===== config.mk =====
export PLATFORM = sky130hd
export DESIGN_NAME = tmu2_fetchsched
export DESIGN_NICKNAME = d
export VERILOG_FILES = /design/src/rtl/tmu2_fetchsched.sv
export SDC_FILE = /design/constraint.sdc
export NUM_CORES = 1
export LEC_CHECK = 0
export CAP_MARGIN = 20
export CELL_PAD_IN_SITES_DETAIL_PLACEMENT = 0
export CELL_PAD_IN_SITES_GLOBAL_PLACEMENT = 1
export CORE_AREA = 4 4 178 180
export CTS_BUF_LIST = sky130_fd_sc_hd__clkbuf_16
export DETAILED_ROUTE_END_ITERATION = 8
export DIE_AREA = 0 0 182 184
export HOLD_SLACK_MARGIN = 0.02
export PLACE_DENSITY_LB_ADDON = 0.1
export SKIP_CTS_REPAIR_TIMING = 1
export SLEW_MARGIN = 15
export SYNTH_ARGS = -nofsm -noshare
export SYNTH_HDL_FRONTEND = slang
export SYNTH_SLANG_ARGS = --single-unit

===== constraint.sdc =====
create_clock -name sys_clk -period 5.8 [get_ports sys_clk]
set_input_delay 1.16 -clock sys_clk [delete_from_list [all_inputs] [get_ports sys_clk]]
set_output_delay 1.16 -clock sys_clk [all_outputs]
set_load 0.03 [all_outputs]

===== src/rtl/tmu2_fetchsched.sv =====
// Texture-unit fetch scheduler: registers each pipeline request and, for every missing
// texel line, reads the 4-beat line over FML and writes it into the texel cache before releasing the request.
module tmu2_fetchsched #(
    parameter int cache_depth = 13,
    parameter int fml_depth   = 26
) (
    input  logic                   sys_clk,
    input  logic                   sys_rst,
    output logic                   busy,

    input  logic                   pipe_stb_i,
    output logic                   pipe_ack_o,
    input  logic [fml_depth-2:0]   dadr,
    input  logic [fml_depth-1:0]   tadra,
    input  logic [fml_depth-1:0]   tadrb,
    input  logic [fml_depth-1:0]   tadrc,
    input  logic [fml_depth-1:0]   tadrd,
    input  logic [5:0]             x_frac,
    input  logic [5:0]             y_frac,
    input  logic                   miss_a,
    input  logic                   miss_b,
    input  logic                   miss_c,
    input  logic                   miss_d,

    output logic                   pipe_stb_o,
    input  logic                   pipe_ack_i,
    output logic [fml_depth-2:0]   dadr_f,
    output logic [fml_depth-1:0]   tadra_f,
    output logic [fml_depth-1:0]   tadrb_f,
    output logic [fml_depth-1:0]   tadrc_f,
    output logic [fml_depth-1:0]   tadrd_f,
    output logic [5:0]             x_frac_f,
    output logic [5:0]             y_frac_f,

    output logic [fml_depth-1:0]   fml_adr,
    output logic                   fml_stb,
    input  logic                   fml_ack,
    input  logic [63:0]            fml_di,

    output logic                   cache_we,
    output logic [cache_depth-4:0] cache_wa,
    output logic [63:0]            cache_wd
);

    typedef enum logic [1:0] {
        IDLE  = 2'd0,
        FETCH = 2'd1,
        BURST = 2'd2
    } state_t;

    localparam int line_w = fml_depth - 5;

    // Fixed priority a > b > c > d over the pending-line mask.
    function automatic logic [1:0] first_pending(input logic [3:0] p);
        if (p[0]) begin
            return 2'd0;
        end else if (p[1]) begin
            return 2'd1;
        end else if (p[2]) begin
            return 2'd2;
        end else begin
            return 2'd3;
        end
    endfunction

    function automatic logic [line_w-1:0] pick_line(
        input logic [1:0]        sel,
        input logic [line_w-1:0] a,
        input logic [line_w-1:0] b,
        input logic [line_w-1:0] c,
        input logic [line_w-1:0] d
    );
        case (sel)
            2'd0:    return a;
            2'd1:    return b;
            2'd2:    return c;
            default: return d;
        endcase
    endfunction

    state_t            state;
    logic [3:0]        pending;
    logic [1:0]        beat;
    logic [1:0]        sel;
    logic [3:0]        remaining;
    logic [3:0]        miss_vec;
    logic [line_w-1:0] cur_line;
    logic              accept;

    assign miss_vec   = {miss_d, miss_c, miss_b, miss_a};
    assign pipe_ack_o = (state == IDLE) & (~pipe_stb_o | pipe_ack_i);
    assign accept     = pipe_stb_i & pipe_ack_o;
    assign busy       = (state != IDLE) | pipe_stb_o;

    // The line being served is selected from registered state only, so address and index stay stable.
    assign sel       = first_pending(pending);
    assign remaining = pending & ~(4'b0001 << sel);
    assign cur_line  = pick_line(sel, tadra_f[fml_depth-1:5], tadrb_f[fml_depth-1:5],
                                 tadrc_f[fml_depth-1:5], tadrd_f[fml_depth-1:5]);
    assign fml_adr   = {cur_line, 5'b00000};
    assign cache_wa  = {cur_line[cache_depth-6:0], beat};
    assign cache_wd  = fml_di;

    // Control FSM: request hand-off, line fetch request and burst beat tracking.
    always_ff @(posedge sys_clk or posedge sys_rst) begin
        if (sys_rst) begin
            state      <= IDLE;
            pending    <= 4'b0000;
            beat       <= 2'd0;
            pipe_stb_o <= 1'b0;
            fml_stb    <= 1'b0;
            cache_we   <= 1'b0;
        end else begin
            case (state)
                IDLE: begin
                    if (accept) begin
                        pending <= miss_vec;
                        if (|miss_vec) begin
                            pipe_stb_o <= 1'b0;
                            fml_stb    <= 1'b1;
                            state      <= FETCH;
                        end else begin
                            pipe_stb_o <= 1'b1;
                        end
                    end else if (pipe_ack_i) begin
                        pipe_stb_o <= 1'b0;
                    end
                end
                FETCH: begin
                    if (fml_ack) begin
                        fml_stb  <= 1'b0;
                        cache_we <= 1'b1;
                        beat     <= 2'd0;
                        state    <= BURST;
                    end
                end
                BURST: begin
                    beat <= beat + 2'd1;
                    if (beat == 2'd3) begin
                        cache_we <= 1'b0;
                        pending  <= remaining;
                        if (|remaining) begin
                            fml_stb <= 1'b1;
                            state   <= FETCH;
                        end else begin
                            pipe_stb_o <= 1'b1;
                            state      <= IDLE;
                        end
                    end
                end
                default: begin
                    state      <= IDLE;
                    pending    <= 4'b0000;
                    pipe_stb_o <= 1'b0;
                    fml_stb    <= 1'b0;
                    cache_we   <= 1'b0;
                end
            endcase
        end
    end

    // Request registers carry no reset: they are only meaningful once loaded by an accept.
    always_ff @(posedge sys_clk) begin
        if (accept) begin
            dadr_f   <= dadr;
            tadra_f  <= tadra;
            tadrb_f  <= tadrb;
            tadrc_f  <= tadrc;
            tadrd_f  <= tadrd;
            x_frac_f <= x_frac;
            y_frac_f <= y_frac;
        end
    end

endmodule


# Word-level counts from Yosys, hierarchy flattened

Index checks and enable logic that the tools add are counted.

Add/sub/neg operators: 1
Eq/ne operators: 12
Shift-type cells: 1
Muxes and demuxes: 30
Bitwise operators: 9
Reductions and logical operators: 12

Operator list:

| kind                  | number |
|---|---|
| $pmux W21 S3          | 1 |
| $mux W1               | 14 |
| $mux W2               | 7 |
| $pmux W4 S3           | 1 |
| $ne A2 B2 Y1 const B  | 5 |
| $pmux W1 S3           | 3 |
| $mux W4               | 2 |
| $reduce_and A4 Y1     | 2 |
| $reduce_or A4 Y1      | 2 |
| $eq A2 B2 Y1 const B  | 3 |
| $pmux W2 S3           | 1 |
| $reduce_and A3 Y1     | 2 |
| $reduce_and A5 Y1     | 1 |
| $and A4 B4 Y4         | 1 |
| $eq A2 B1 Y1 const B  | 2 |
| $logic_not A2 Y1      | 2 |
| $not A4 Y4            | 1 |
| $pmux W2 S2           | 1 |
| $reduce_bool A2 Y1    | 2 |
| $shl A1 B2 Y4 const A | 1 |
| $ne A3 B3 Y1 const B  | 1 |
| $not A1 Y1            | 3 |
| $add A2 B1 Y2 const B | 1 |
| $and A1 B1 Y1         | 2 |
| other kinds (3)       | 4 |

Flip-flop bits (word level): 152
Input port bits: 214
Logic and storage cells: 78

# Longest topological paths before layout

Word-level depth: 10
Gate-level depth with buffers: 5
Gate-level depth less buffers: 4

# Worst setup path after synthesis

Ideal clock, no wire load.

Kind: input to register
Start: input pipe_ack_i
End: register pending[1]
Data arrival time: 4.650 ns
Setup slack: 1.071 ns
Stages on the path: 4
Path buffers: 0
Cells stage by stage: nand2b_1 -> nand3_1 -> inv_1 -> a221o_1

Word-level cells in the longest chain between the ends: 5

Ends and longest elaborated chain:

| what                               | RTL line | text |
|---|---|---|
| start: declaration                 | 26       | `input logic pipe_ack_i,` |
| $or A1 B1 Y1                       | 91       | `assign pipe_ack_o = (state == IDLE) & (~pipe_stb_o \| pipe_ack_i);` |
| $and A1 B1 Y1                      | 91       |  |
| $and A1 B1 Y1                      | 92       | `assign accept = pipe_stb_i & pipe_ack_o;` |
| named net accept                   | 88       | `logic accept;` |
| $ne A2 B2 Y1 (no source line)      | n/a      |  |
| $reduce_and A3 Y1 (no source line) | n/a      |  |
| end signal: assignment             | 117      | `pending <= miss_vec;` |
| end signal: assignment             | 141      | `pending <= remaining;` |
| end: declaration                   | 82       | `logic [3:0] pending;` |

The timed path passes the listed nets, and every way through them passes these cells.
A chain may end at the register's enable or synchronous reset.

# Final worst setup path

Start: register pending[1]
End: output fml_adr[7]

Word-level cells in the longest chain between the ends: 4
Elaborated cells between the ends (all ways): 6

Ends and longest elaborated chain:

| what                                       | RTL line | text |
|---|---|---|
| $mux W2 *                                  | 57       | `end else if (p[1]) begin` |
| $mux W2 *                                  | 55       | `if (p[0]) begin` |
| $eq A2 B2 Y1, or another cell as far along | 73       | `case (sel)` |
| $pmux W21 S3 *                             | 73       |  |
| end: declaration                           | 35       | `output logic [fml_depth-1:0] fml_adr,` |

Mark *: on every way between the ends. The rest lies on a longest branch, timed or not.

==> summary.txt <==
status = finished clean
Worst EP arrival = 2.90 ns
endpoints failing setup = 0
clk sinks = 152
Sw Ratio = 40.4%
Sequential Power Share = 32.8%
Pins Over Slew Limit = 0
max_cap viols = 0
I/O pin count = 460
area grow syn2layout = 64.4%
sequential cell area fraction in the yosys report = 77.0%
vias per inst = 3.98
Fmax = 246 MHz
WS Path Type = register to primary output
Synth top area share = 72.3%
dpl ws = 2.06 ns
Async SR Flop Fraction = 7.24%
Setup Total Neg Slack = 0 ns
DIE HEIGHT = 184 µm
Clock Path Buffers = 2
synthesized cell area = 0.00585 mm²
setup ws final = 1.74 ns
WL/cell = 21.8 µm
GPL Wtd Cong = 0.746
EDFF count, synth = 141
die width = 182 µm
Pre-Repair DR Iteration Count = 4
clock power share = 21.9%
WP data required = 4.64 ns
Routed Antenna Nets = 0
Iter 0 DRT Violations = 124
minimum clock period = 4.06 ns
CTS Buf Count = 17
clock root cell = clkbuf_16
RSZ-0062 raised after global routing = false
DIE AREA = 0.0335 mm²
Hold Violations, Final = 0
Mapped Avg Cell Area = 16.3 µm²
Hold WC Path Type = register to register
commonest cells in the netlist = 141 x edfxtp_1, 77 x buf_4, 43 x o22ai_1
pin count of the biggest net entering global routing = 103
fin area = 0.00962 mm²
Comb pwr share = 45.3%
Total Power = 5.04 mW
Clock Skew = 0.00689 ns
Antenna diodes = 0
Worst Reg-to-Reg Cells = 4
Slew @ Worst Pin = 0.995 ns
yosys warns = 0
vias in the first global route = 4563
Peak VDD IR = 0.196 mV
clock-pin slew on the worst setup and hold paths = 0.07 ns
first-pass GRT wire length = 31200 µm
post-DP HPWL = 17200 µm
Synth area leaders = edfxtp_1 72%, buf_4 9.9%, dfrtp_1 4.7%, o22ai_1 4.6%, a21oi_1 2.1%
Overall Global Routing Usage = 12.9%
Pleak = 3.29 nW
WHS Path Cells = 2
core area = 0.0302 mm²
Cell Pwr Density = 523 mW/mm²
GRT Residual Overflow = 0
Cell Area, Placed = 0.00905 mm²
port bufs = 326
prevailing post-synth register cell = edfxtp_1
Synth Register Bits = 152
P_sw = 2.03 mW
top cell type by total area after synthesis = edfxtp_1
Clk Latency, worst-skew pair = 0.42 ns
fin util = 31.9%
Slew HR = 33.7%
share of layout cells above drive strength 1 = 5.49%
fin crit share = 70.1%
Starting Density = 19.4%
cell count after synthesis = 360
DRC = 0
Worst setup SP type = register
drt total wl = 22600 µm
NumNets Final = 840
Netlist cell types = 34
via count = 4117
critical path fanouts, max = 11
H-Tree Level Count = 4
initial antenna violation count = 4
count leader, synth = edfxtp_1
CP Capture Type = primary output
TritonCTS clock tree = done
FP Rows = 64
Int Pwr = 3.00 mW
==> worst max-delay path, stage by stage (launching register included) <==
cell and delay, ns:
dfrtp_1 0.47, nand2b_1 0.53, buf_4 0.35, o22ai_1 0.11
a21oi_1 0.27, clkdlybuf4s50_1 0.73
==> placed cells by master, fill, tap and decap left out, drive strengths merged, types with 3 or more instances in the layout <==
cell type / n
clkinv: 8
a221o: 3
nand2: 5
nor2: 4
inv: 8
conb: 5
clkbuf: 17
edfxtp: 141
a21oi: 24
o21ai: 3
nand2b: 5
o22ai: 43
clkdlybuf4s50: 326
buf: 5
dfrtp: 11
==> worst paths after layout <==
| kind | startpoint | end | slack [ns] |
|---|---|---|---|
| worst min-delay path | cache_we | cache_we | 0.51 |
| worst max register to register | state[0] | tadrd_f[11] | 3.15 |
| min in group asynchronous | sys_rst | fml_stb | 1.06 |
| worst max-delay path | pending[1] | fml_adr[7] | 1.74 |
| worst min register to register | cache_we | cache_we | 0.51 |
| max in group asynchronous | sys_rst | pending[1] | 4.42 |
==> sequential cells by signal (all words and copies together) (netlist names), 2 cells and up <==
register,count
beat,2
tadra_f,26
pending,4
dadr_f,25
tadrc_f,26
x_frac_f,6
tadrd_f,26
y_frac_f,6
state,2
tadrb_f,26
==> kinds of logic (layout without fill, tap and decap cells) <==
| family | count (synthesis) | after routing | synth area share, % |
|---|---|---|---|
| AO/OA/AOI/OAI | 85 | 85 | 9.11 |
| adder cells (fa/ha/maj) | 1 | 1 | 0.214 |
| buffers and inverters | 94 | 368 | 11.0 |
| flip-flops | 152 | 152 | 77.0 |
| multiplexers | 2 | 2 | 0.342 |
| other | 1 | 5 | 0.0641 |
| AND/OR/NAND/NOR | 25 | 25 | 2.27 |
==> layer usage <==
layer | vias up | wire [µm] | track usage (%) | share of wire [%]
li1 | 1838 | - | - | -
met4 | 8 | 511 | 4.26 | 2.3
met5 | - | 53 | 0 | 0.23
met1 | 1964 | 7720 | 12.7 | 34
met2 | 235 | 11200 | 21.8 | 49
met3 | 72 | 3150 | 8.75 | 14
==> power by group through the flow <==
stage / clock (mW) / sequential [mW] / combinational (mW)
3_3_place_gp: 0 / 1.67 / 2.34
3_5_place_dp: 0 / 1.68 / 2.34
2_1_floorplan: 0 / 2.08 / 0.968
5_1_grt: 1.20 / 1.68 / 2.41
4_1_cts: 1.15 / 1.66 / 2.34
6_report: 1.10 / 1.65 / 2.28
==> area by class of cell <==
type                       count  area, µm²
clock inverter                15        151
tap                          396        495
timing repair buffer         331       3300
clock buffer                  17        425
fill                        2977      20600
multi-input combinational    118        717
inverter                       5       23.8
sequential                   152       4510
==> per-stage QoR <==
stage,hold slack [ns],std cells
floorplan,0.548,364
finish,0.514,1034
detailed placement,0.510,1002
global placement,0.490,1002
global route,0.575,1034
CTS,0.529,1034
Note: power is estimated with default switching activity, not from simulation.
